### src/rtl/spypath_delay_meter.sv
// Launch-and-capture delay meter for one spypath chain: toggles the chain input,
// times the synchronized response over 2^TRIALS_LOG2 trials, reports sum/min/max.
//
//  state     | meaning
//  ----------+-----------------------------------------------------------
//  S_IDLE    | waiting for start; results hold their last values
//  S_SETTLE  | chain quiet period; baseline latched on the last cycle
//  S_LAUNCH  | launch edge is on the chain, counting has begun
//  S_MEASURE | counting until cap_s leaves baseline or TIMEOUT is reached
//  S_RECORD  | fold the trial count into sum/min/max, pick next trial
//  S_DONE    | one-cycle done pulse, back to idle
module spypath_delay_meter #(
    parameter int CNT_W       = 16,
    parameter int TRIALS_LOG2 = 3,
    parameter int SETTLE      = 16,
    parameter int TIMEOUT     = 1023
) (
    input  logic                         clk,
    input  logic                         rst_n,
    input  logic                         start,
    output logic                         busy,
    output logic                         done,
    output logic                         path_launch,
    input  logic                         path_capture,
    output logic [CNT_W+TRIALS_LOG2-1:0] delay_sum,
    output logic [CNT_W-1:0]             delay_min,
    output logic [CNT_W-1:0]             delay_max,
    output logic                         timeout_err
);

    localparam int SUM_W = CNT_W + TRIALS_LOG2;
    localparam int SET_W = (SETTLE > 1) ? $clog2(SETTLE) : 1;

    typedef enum logic [2:0] {
        S_IDLE,
        S_SETTLE,
        S_LAUNCH,
        S_MEASURE,
        S_RECORD,
        S_DONE
    } state_t;

    state_t                   state_q, state_d;
    logic                     sync1_q, cap_s_q;
    logic                     baseline_q, baseline_d;
    logic                     launch_q, launch_d;
    logic [CNT_W-1:0]         cnt_q, cnt_d;
    logic [SET_W-1:0]         settle_q, settle_d;
    logic [TRIALS_LOG2-1:0]   trial_q, trial_d;
    logic [SUM_W-1:0]         sum_q, sum_d;
    logic [CNT_W-1:0]         min_q, min_d;
    logic [CNT_W-1:0]         max_q, max_d;
    logic                     terr_q, terr_d;

    logic settle_last;
    logic at_timeout;
    logic edge_seen;
    logic measure_exit;
    logic trial_last;

    assign settle_last  = (settle_q == SET_W'(SETTLE - 1));
    assign at_timeout   = (cnt_q == CNT_W'(TIMEOUT));
    assign edge_seen    = (cap_s_q != baseline_q);
    assign measure_exit = edge_seen || at_timeout;
    assign trial_last   = &trial_q;

    // The chain output is asynchronous; nothing downstream looks at sync1_q.
    always_ff @(posedge clk or negedge rst_n) begin
        if (!rst_n) begin
            sync1_q <= 1'b0;
            cap_s_q <= 1'b0;
        end else begin
            sync1_q <= path_capture;
            cap_s_q <= sync1_q;
        end
    end

    always_ff @(posedge clk or negedge rst_n) begin
        if (!rst_n) begin
            state_q <= S_IDLE;
        end else begin
            state_q <= state_d;
        end
    end

    always_comb begin
        state_d = state_q;
        case (state_q)
            S_IDLE:    if (start) state_d = S_SETTLE;
            S_SETTLE:  if (settle_last) state_d = S_LAUNCH;
            S_LAUNCH:  state_d = S_MEASURE;
            S_MEASURE: if (measure_exit) state_d = S_RECORD;
            S_RECORD:  state_d = trial_last ? S_DONE : S_SETTLE;
            S_DONE:    state_d = S_IDLE;
            default:   state_d = S_IDLE;
        endcase
    end

    always_comb begin
        busy = 1'b0;
        done = 1'b0;
        case (state_q)
            S_SETTLE, S_LAUNCH, S_MEASURE, S_RECORD: busy = 1'b1;
            S_DONE:                                  done = 1'b1;
            default: ;
        endcase
    end

    // The launch register flips on the edge that enters LAUNCH and the counter is
    // cleared on that same edge, so the count is measured from the edge that
    // actually drives the chain: a plain loopback reads back the 2-flop latency.
    always_comb begin
        baseline_d = baseline_q;
        launch_d   = launch_q;
        cnt_d      = cnt_q;
        settle_d   = settle_q;
        trial_d    = trial_q;
        sum_d      = sum_q;
        min_d      = min_q;
        max_d      = max_q;
        terr_d     = terr_q;
        case (state_q)
            S_IDLE: begin
                if (start) begin
                    sum_d    = '0;
                    min_d    = '1;
                    max_d    = '0;
                    terr_d   = 1'b0;
                    trial_d  = '0;
                    settle_d = '0;
                end
            end
            S_SETTLE: begin
                settle_d = settle_q + 1'b1;
                if (settle_last) begin
                    baseline_d = cap_s_q;
                    launch_d   = ~launch_q;
                    cnt_d      = '0;
                end
            end
            S_LAUNCH: begin
                cnt_d = cnt_q + 1'b1;
            end
            S_MEASURE: begin
                if (!measure_exit) begin
                    cnt_d = cnt_q + 1'b1;
                end
                if (at_timeout) begin
                    terr_d = 1'b1;
                end
            end
            S_RECORD: begin
                sum_d = sum_q + {{TRIALS_LOG2{1'b0}}, cnt_q};
                if (cnt_q < min_q) begin
                    min_d = cnt_q;
                end
                if (cnt_q > max_q) begin
                    max_d = cnt_q;
                end
                if (!trial_last) begin
                    trial_d  = trial_q + 1'b1;
                    settle_d = '0;
                end
            end
            default: ;
        endcase
    end

    always_ff @(posedge clk or negedge rst_n) begin
        if (!rst_n) begin
            baseline_q <= 1'b0;
            launch_q   <= 1'b0;
            cnt_q      <= '0;
            settle_q   <= '0;
            trial_q    <= '0;
            sum_q      <= '0;
            min_q      <= '1;
            max_q      <= '0;
            terr_q     <= 1'b0;
        end else begin
            baseline_q <= baseline_d;
            launch_q   <= launch_d;
            cnt_q      <= cnt_d;
            settle_q   <= settle_d;
            trial_q    <= trial_d;
            sum_q      <= sum_d;
            min_q      <= min_d;
            max_q      <= max_d;
            terr_q     <= terr_d;
        end
    end

    assign path_launch = launch_q;
    assign delay_sum   = sum_q;
    assign delay_min   = min_q;
    assign delay_max   = max_q;
    assign timeout_err = terr_q;

endmodule
### config.mk
export PLATFORM = sky130hd
export DESIGN_NAME = spypath_delay_meter
export DESIGN_NICKNAME = d
export VERILOG_FILES = /design/src/rtl/spypath_delay_meter.sv
export SDC_FILE = /design/constraint.sdc
export NUM_CORES = 1
export LEC_CHECK = 0
export ABC_AREA = 1
export CELL_PAD_IN_SITES_DETAIL_PLACEMENT = 1
export CELL_PAD_IN_SITES_GLOBAL_PLACEMENT = 1
export CORE_MARGIN = 1
export CORE_UTILIZATION = 25
export DETAILED_ROUTE_END_ITERATION = 10
export PLACE_DENSITY = 0.6
export SETUP_SLACK_MARGIN = 0.3
export SLEW_MARGIN = 15
export SYNTH_ARGS = -nofsm -noshare
export SYNTH_HDL_FRONTEND = slang
export SYNTH_SLANG_ARGS = --single-unit
### constraint.sdc
create_clock -name clk -period 2.6 [get_ports clk]
set_input_delay 0.52 -clock clk [delete_from_list [all_inputs] [get_ports clk]]
set_output_delay 0.52 -clock clk [all_outputs]
set_load 0.005 [all_outputs]
# Word-level counts from Yosys, hierarchy flattened
# Index checks and enable logic that the tools add are counted.
# word_totals
register_bits	82
output_inout_bits	55
# op_classes
n_addsub	4
n_lt_le_gt_ge	2
eq_ne	16
n_mux	27
n_bitwise	1
reduce_logical	17
# op_table
cell	n
$mux 16	6
$pmux 16 s2	2
$pmux 16 s3	1
$pmux 19 s2	1
$reduce_and 3->1	8
$add 19x16->19	1
$mux 19	1
$mux 3	6
$add 16x1->16 const B	1
$eq 16x10->1 const B	1
$gt 16x16->1	1
$lt 16x16->1	1
$ne 2x2->1 const B	8
$pmux 3 s5	1
$pmux 4 s3	1
$mux 4	2
$eq 3x2->1 const B	2
$eq 3x3->1 const B	2
$pmux 3 s2	1
$reduce_bool 3->1	2
$add 4x1->4 const B	1
$eq 4x4->1 const B	1
$mux 1	4
$reduce_and 2->1	2
9 further kinds	10

# Longest topological paths before layout
# depth
depth_word	4
ltp_mapped	16

# Least setup slack after synthesis
# Ideal clock, no wire load.
# synth_timing
path_kind	reg2reg
startpoint	register cnt_q[0]
endpoint	register sum_q[16] (netlist: delay_sum[16])
setup_ns	0.113
arrival_time_ns	1.698
required_time_ns	2.487
path_slack_ns	0.789
path_stages_with_launch	13
path_cell_list	dfrtp_1 > ha_1 > fa_1 > nand3_1 > nand3_1 > nand2_1 > nand2_1 > nand3_1 > nand2_1 > nand2_1 > nand2_1 > nand2_1 > inv_1
# synth_via
elab_chain_len	2
# synth_lines
element	line_no	rtl
start, declared	47	logic [CNT_W-1:0] cnt_q, cnt_d;
start signal, assigned	183	cnt_q <= cnt_d;
$add 19x16->19	153	sum_d = sum_q + {{TRIALS_LOG2{1'b0}}, cnt_q};
$pmux 19 s2	122	case (state_q)
end signal, assigned	186	sum_q <= sum_d;
end, declared	50	logic [SUM_W-1:0] sum_q, sum_d;
# Every way passes these cells.
# A chain may end at the register's enable or synchronous reset.

# Worst setup path in the final report
# layout_timing
startpoint	register state_q[1]
endpoint	output port busy
# layout_via
elab_chain_len	3
word_cells_on_any_way	6
# layout_lines
element	line_no	rtl
start, declared	43	state_t state_q, state_d;
start signal, assigned	82	state_q <= state_d;
$eq 3x2->1 (tied with other cells)	102	case (state_q)
$reduce_or 4->1 (*)	102	
$mux 1 (*)	102	
end, declared	21	output logic busy,
# Mark *: on every way between the ends. The rest lies on a longest branch, timed or not.

==> results by group <==
Global route
  • Vias in the first global route: 5629
  • Gr ovfl total: 0
  • First-pass GRT wire length: 30100 um
  • GR Util All Layers: 16.5%
  • Initial antenna violation count: 0
  • Largest net degree at the start of global routing: 50

Floorplanning
  • Io pins: 59
  • Initial Utilization: 25.8%
  • DIE WIDTH: 153 um
  • Vert. Die Dim: 153 um
  • Area of the die: 23300 um2
  • Core Rows: 54
  • Core ar.: 22000 um2

Cells and area
  • Leading cell type in the layout, fill and taps excluded: nand2_1
  • Synth-to-layout area growth: 23.1%
  • Commonest non-fill, non-tap cells in the layout: nand2_1 (278), inv_1 (89), nor2_1 (76)
  • Ant diodes: 0
  • Fillcell total: 2708
  • Ratio of cells with drive above 1 in the final layout: 8.18%
  • Final core utilization: 31.7%
  • Nets: 919

Setup path
  • Data arrival, critical path: 1650 ps
  • CP Data Required Time: 2080 ps
  • CP Capture Type: output port
  • Worst Path Max Fanout: 7
  • CP Class: register to output port
  • Setup crit start kind: register

Job
  • Max Cap Viol: 0

Clocking
  • H-tree depth: 3
  • Clock Sinks: 82
  • CTS tree: done
  • CTS hold repair buffers: 0
  • Root buf cell: clkbuf_16
  • Clock slew at reported path FFs: 70 ps
  • Num CTS Buffers: 9
  • Max clock buf depth: 2
  • Skew-Pair Late Insertion Delay: 350 ps

Timing
  • Clk_skew: 8.40 ps
  • Hold Vio Cnt, Final: 0
  • Relative slew slack: 68.1%
  • Final Setup Violations: 0
  • Slew @ Worst Pin: 479 ps
  • Peak Freq: 0.461 GHz
  • Fin. max-slew vios: 0
  • Fin Setup TNS: 0 ps
  • Tcrit/Tclk final: 83.5%
  • RSZ-0062 raised after global routing: no
  • Period minus WS final: 2170 ps

Hold path
  • Tightest Hold Check Type: input port to asynchronous set/reset pin

Power
  • PwrDens: 789 nW/um2
  • Max VDD drop: 0.000415 V
  • Seq pwr share: 33.9%
  • Leakage: 3.43 nW
  • Net switching power: 2.13 mW
  • Clock power share: 27.7%
  • Comb pwr share: 38.4%
  • Sw Share: 38.6%
  • Overall Power: 5.51 mW
  • Pint: 3.39 mW

Route
  • Antenna violation net count after detailed routing: 0
  • WL per Instance: 15.8 um
  • First-pass DRT Iterations: 9
  • Vias per cell: 4.63
  • Initial DRC count: 195
  • Drt total wl: 18100 um
  • Drc violations: 5
  • Via count: 5319

Outcome
  • Outcome: finished, violations left
  • Failing checks: design-rule violations

Synth
  • Mapped cell area: 5670 um2
  • Post-synth EDFFs: 0
  • Primary FF master, synth: dfrtp_1
  • Async set or reset register ratio after synthesis: 100%
  • Syn Inst Count: 800
  • Syn_area_per_cell: 7.09 um2
  • Synthesis-stage register bit count: 82
  • Sequential share of the synthesized area: 36.5%
  • Yosys warning count: 0
  • Yosys cell types: 36
  • Synthesized Nets: 856

Place
  • Gpl congestion: 0.807
  • IO buf count: 58
  • Final HPWL DP: 13700 um
==> power by group through the flow <==
stage,Clock [mW],Combinational (mW),Sequential [mW]
floorplan,0,1.31,1.82
global placement,0,2.06,1.89
detailed placement,0,2.10,1.89
CTS,1.58,2.15,1.88
global route,1.62,2.41,1.92
finish,1.53,2.11,1.87
==> Yosys cell counts, types with 4 or more instances <==
cell,count,area share (%)
nor2_1,77,5.1
nand2_1,278,18
xor2_1,11,1.7
ha_1,51,11
a22o_1,5,0.77
xnor2_1,6,0.93
clkbuf_1,8,0.53
dfrtp_1,66,29
o21ai_0,27,2.4
nand4_1,5,0.55
nand3_1,70,6.2
inv_2,5,0.33
a21oi_1,33,2.9
buf_2,7,0.62
nand2_2,4,0.44
inv_1,91,6.0
nor3_1,14,1.2
dfstp_2,16,7.4
==> state kept, by name, indices dropped and copies added (netlist names), 3 cells and up <==
register / count
trial_q: 3
delay_sum: 19
delay_min: 16
delay_max: 16
settle_q: 4
cnt_q: 16
state_q: 3
==> cells by family (layout without fill, tap and decap cells) <==
family                   count (synthesis)  count (layout)  share of synthesized area (%)
multiplexers                             1               1                          0.198
flip-flops                              82              82                           36.5
AO/OA/AOI/OAI                           72              72                           6.99
AND/OR/NAND/NOR                        462             462                           34.1
adder cells (fa/ha/maj)                 52              52                           11.6
buffers and inverters                  114             182                           7.96
XOR/XNOR                                17              17                           2.62
==> per-layer routing <==
| metal | track usage [%] | routed length, um |
|---|---|---|
| met1 | 22.4 | 9040 |
| met2 | 26.7 | 8380 |
| met3 | 1.99 | 415 |
| met4 | 5.96 | 311 |
| met5 | 0 | 0 |
==> critical path: stages, from the launching register on <==
cell	delay [ps]
dfrtp_1	440
inv_2	120
nor2_4	50
buf_4	160
a21oi_1	140
nand3_1	110
dlygate4sd2_1	280
==> cell type report <==
type	count	area, um2	share of cell area, %
multi-input cells	604	3170	45.4
inverters	96	365	5.23
flip-flops and latches	82	2080	29.7
clock buffers	10	229	3.28
repair buffers	70	679	9.73
well taps	280	350	5.02
clock inverters	6	115	1.65
==> what timing repair did <==
item                       in CTS  in global routing
gates resized for setup         7                  5
pin swaps                       2                  0
setup endpoints to repair       1                 32
buffers inserted                2                  0
hold endpoints to repair        0                  0
==> worst paths after layout <==
path                       cells past startpoint         start  slack (ps)            to
max in group asynchronous                      2         rst_n        1780  delay_min[2]
max                                            6    state_q[1]         430          busy
max reg2reg                                   11  delay_min[5]         480  delay_min[1]
min reg2reg                                    0       sync1_q         350       cap_s_q
min in group clk                               0       sync1_q         350       cap_s_q
min                                            1         rst_n         120   settle_q[0]
==> metrics by stage <==
step / cell area (um2) / setup slack (ps) / std cells / hold slack (ps)
final: 6990 / 429 / 1148 / 116
after global routing: 6990 / 302 / 1148 / 145
after CTS: 6970 / 337 / 1148 / 126
after floorplan: 5670 / 789 / 800 / 224
after detailed placement: 6600 / 381 / 1130 / 340
after global placement: 6600 / 434 / 1130 / 333
No activity file was read; power rests on OpenSTA's default activity.
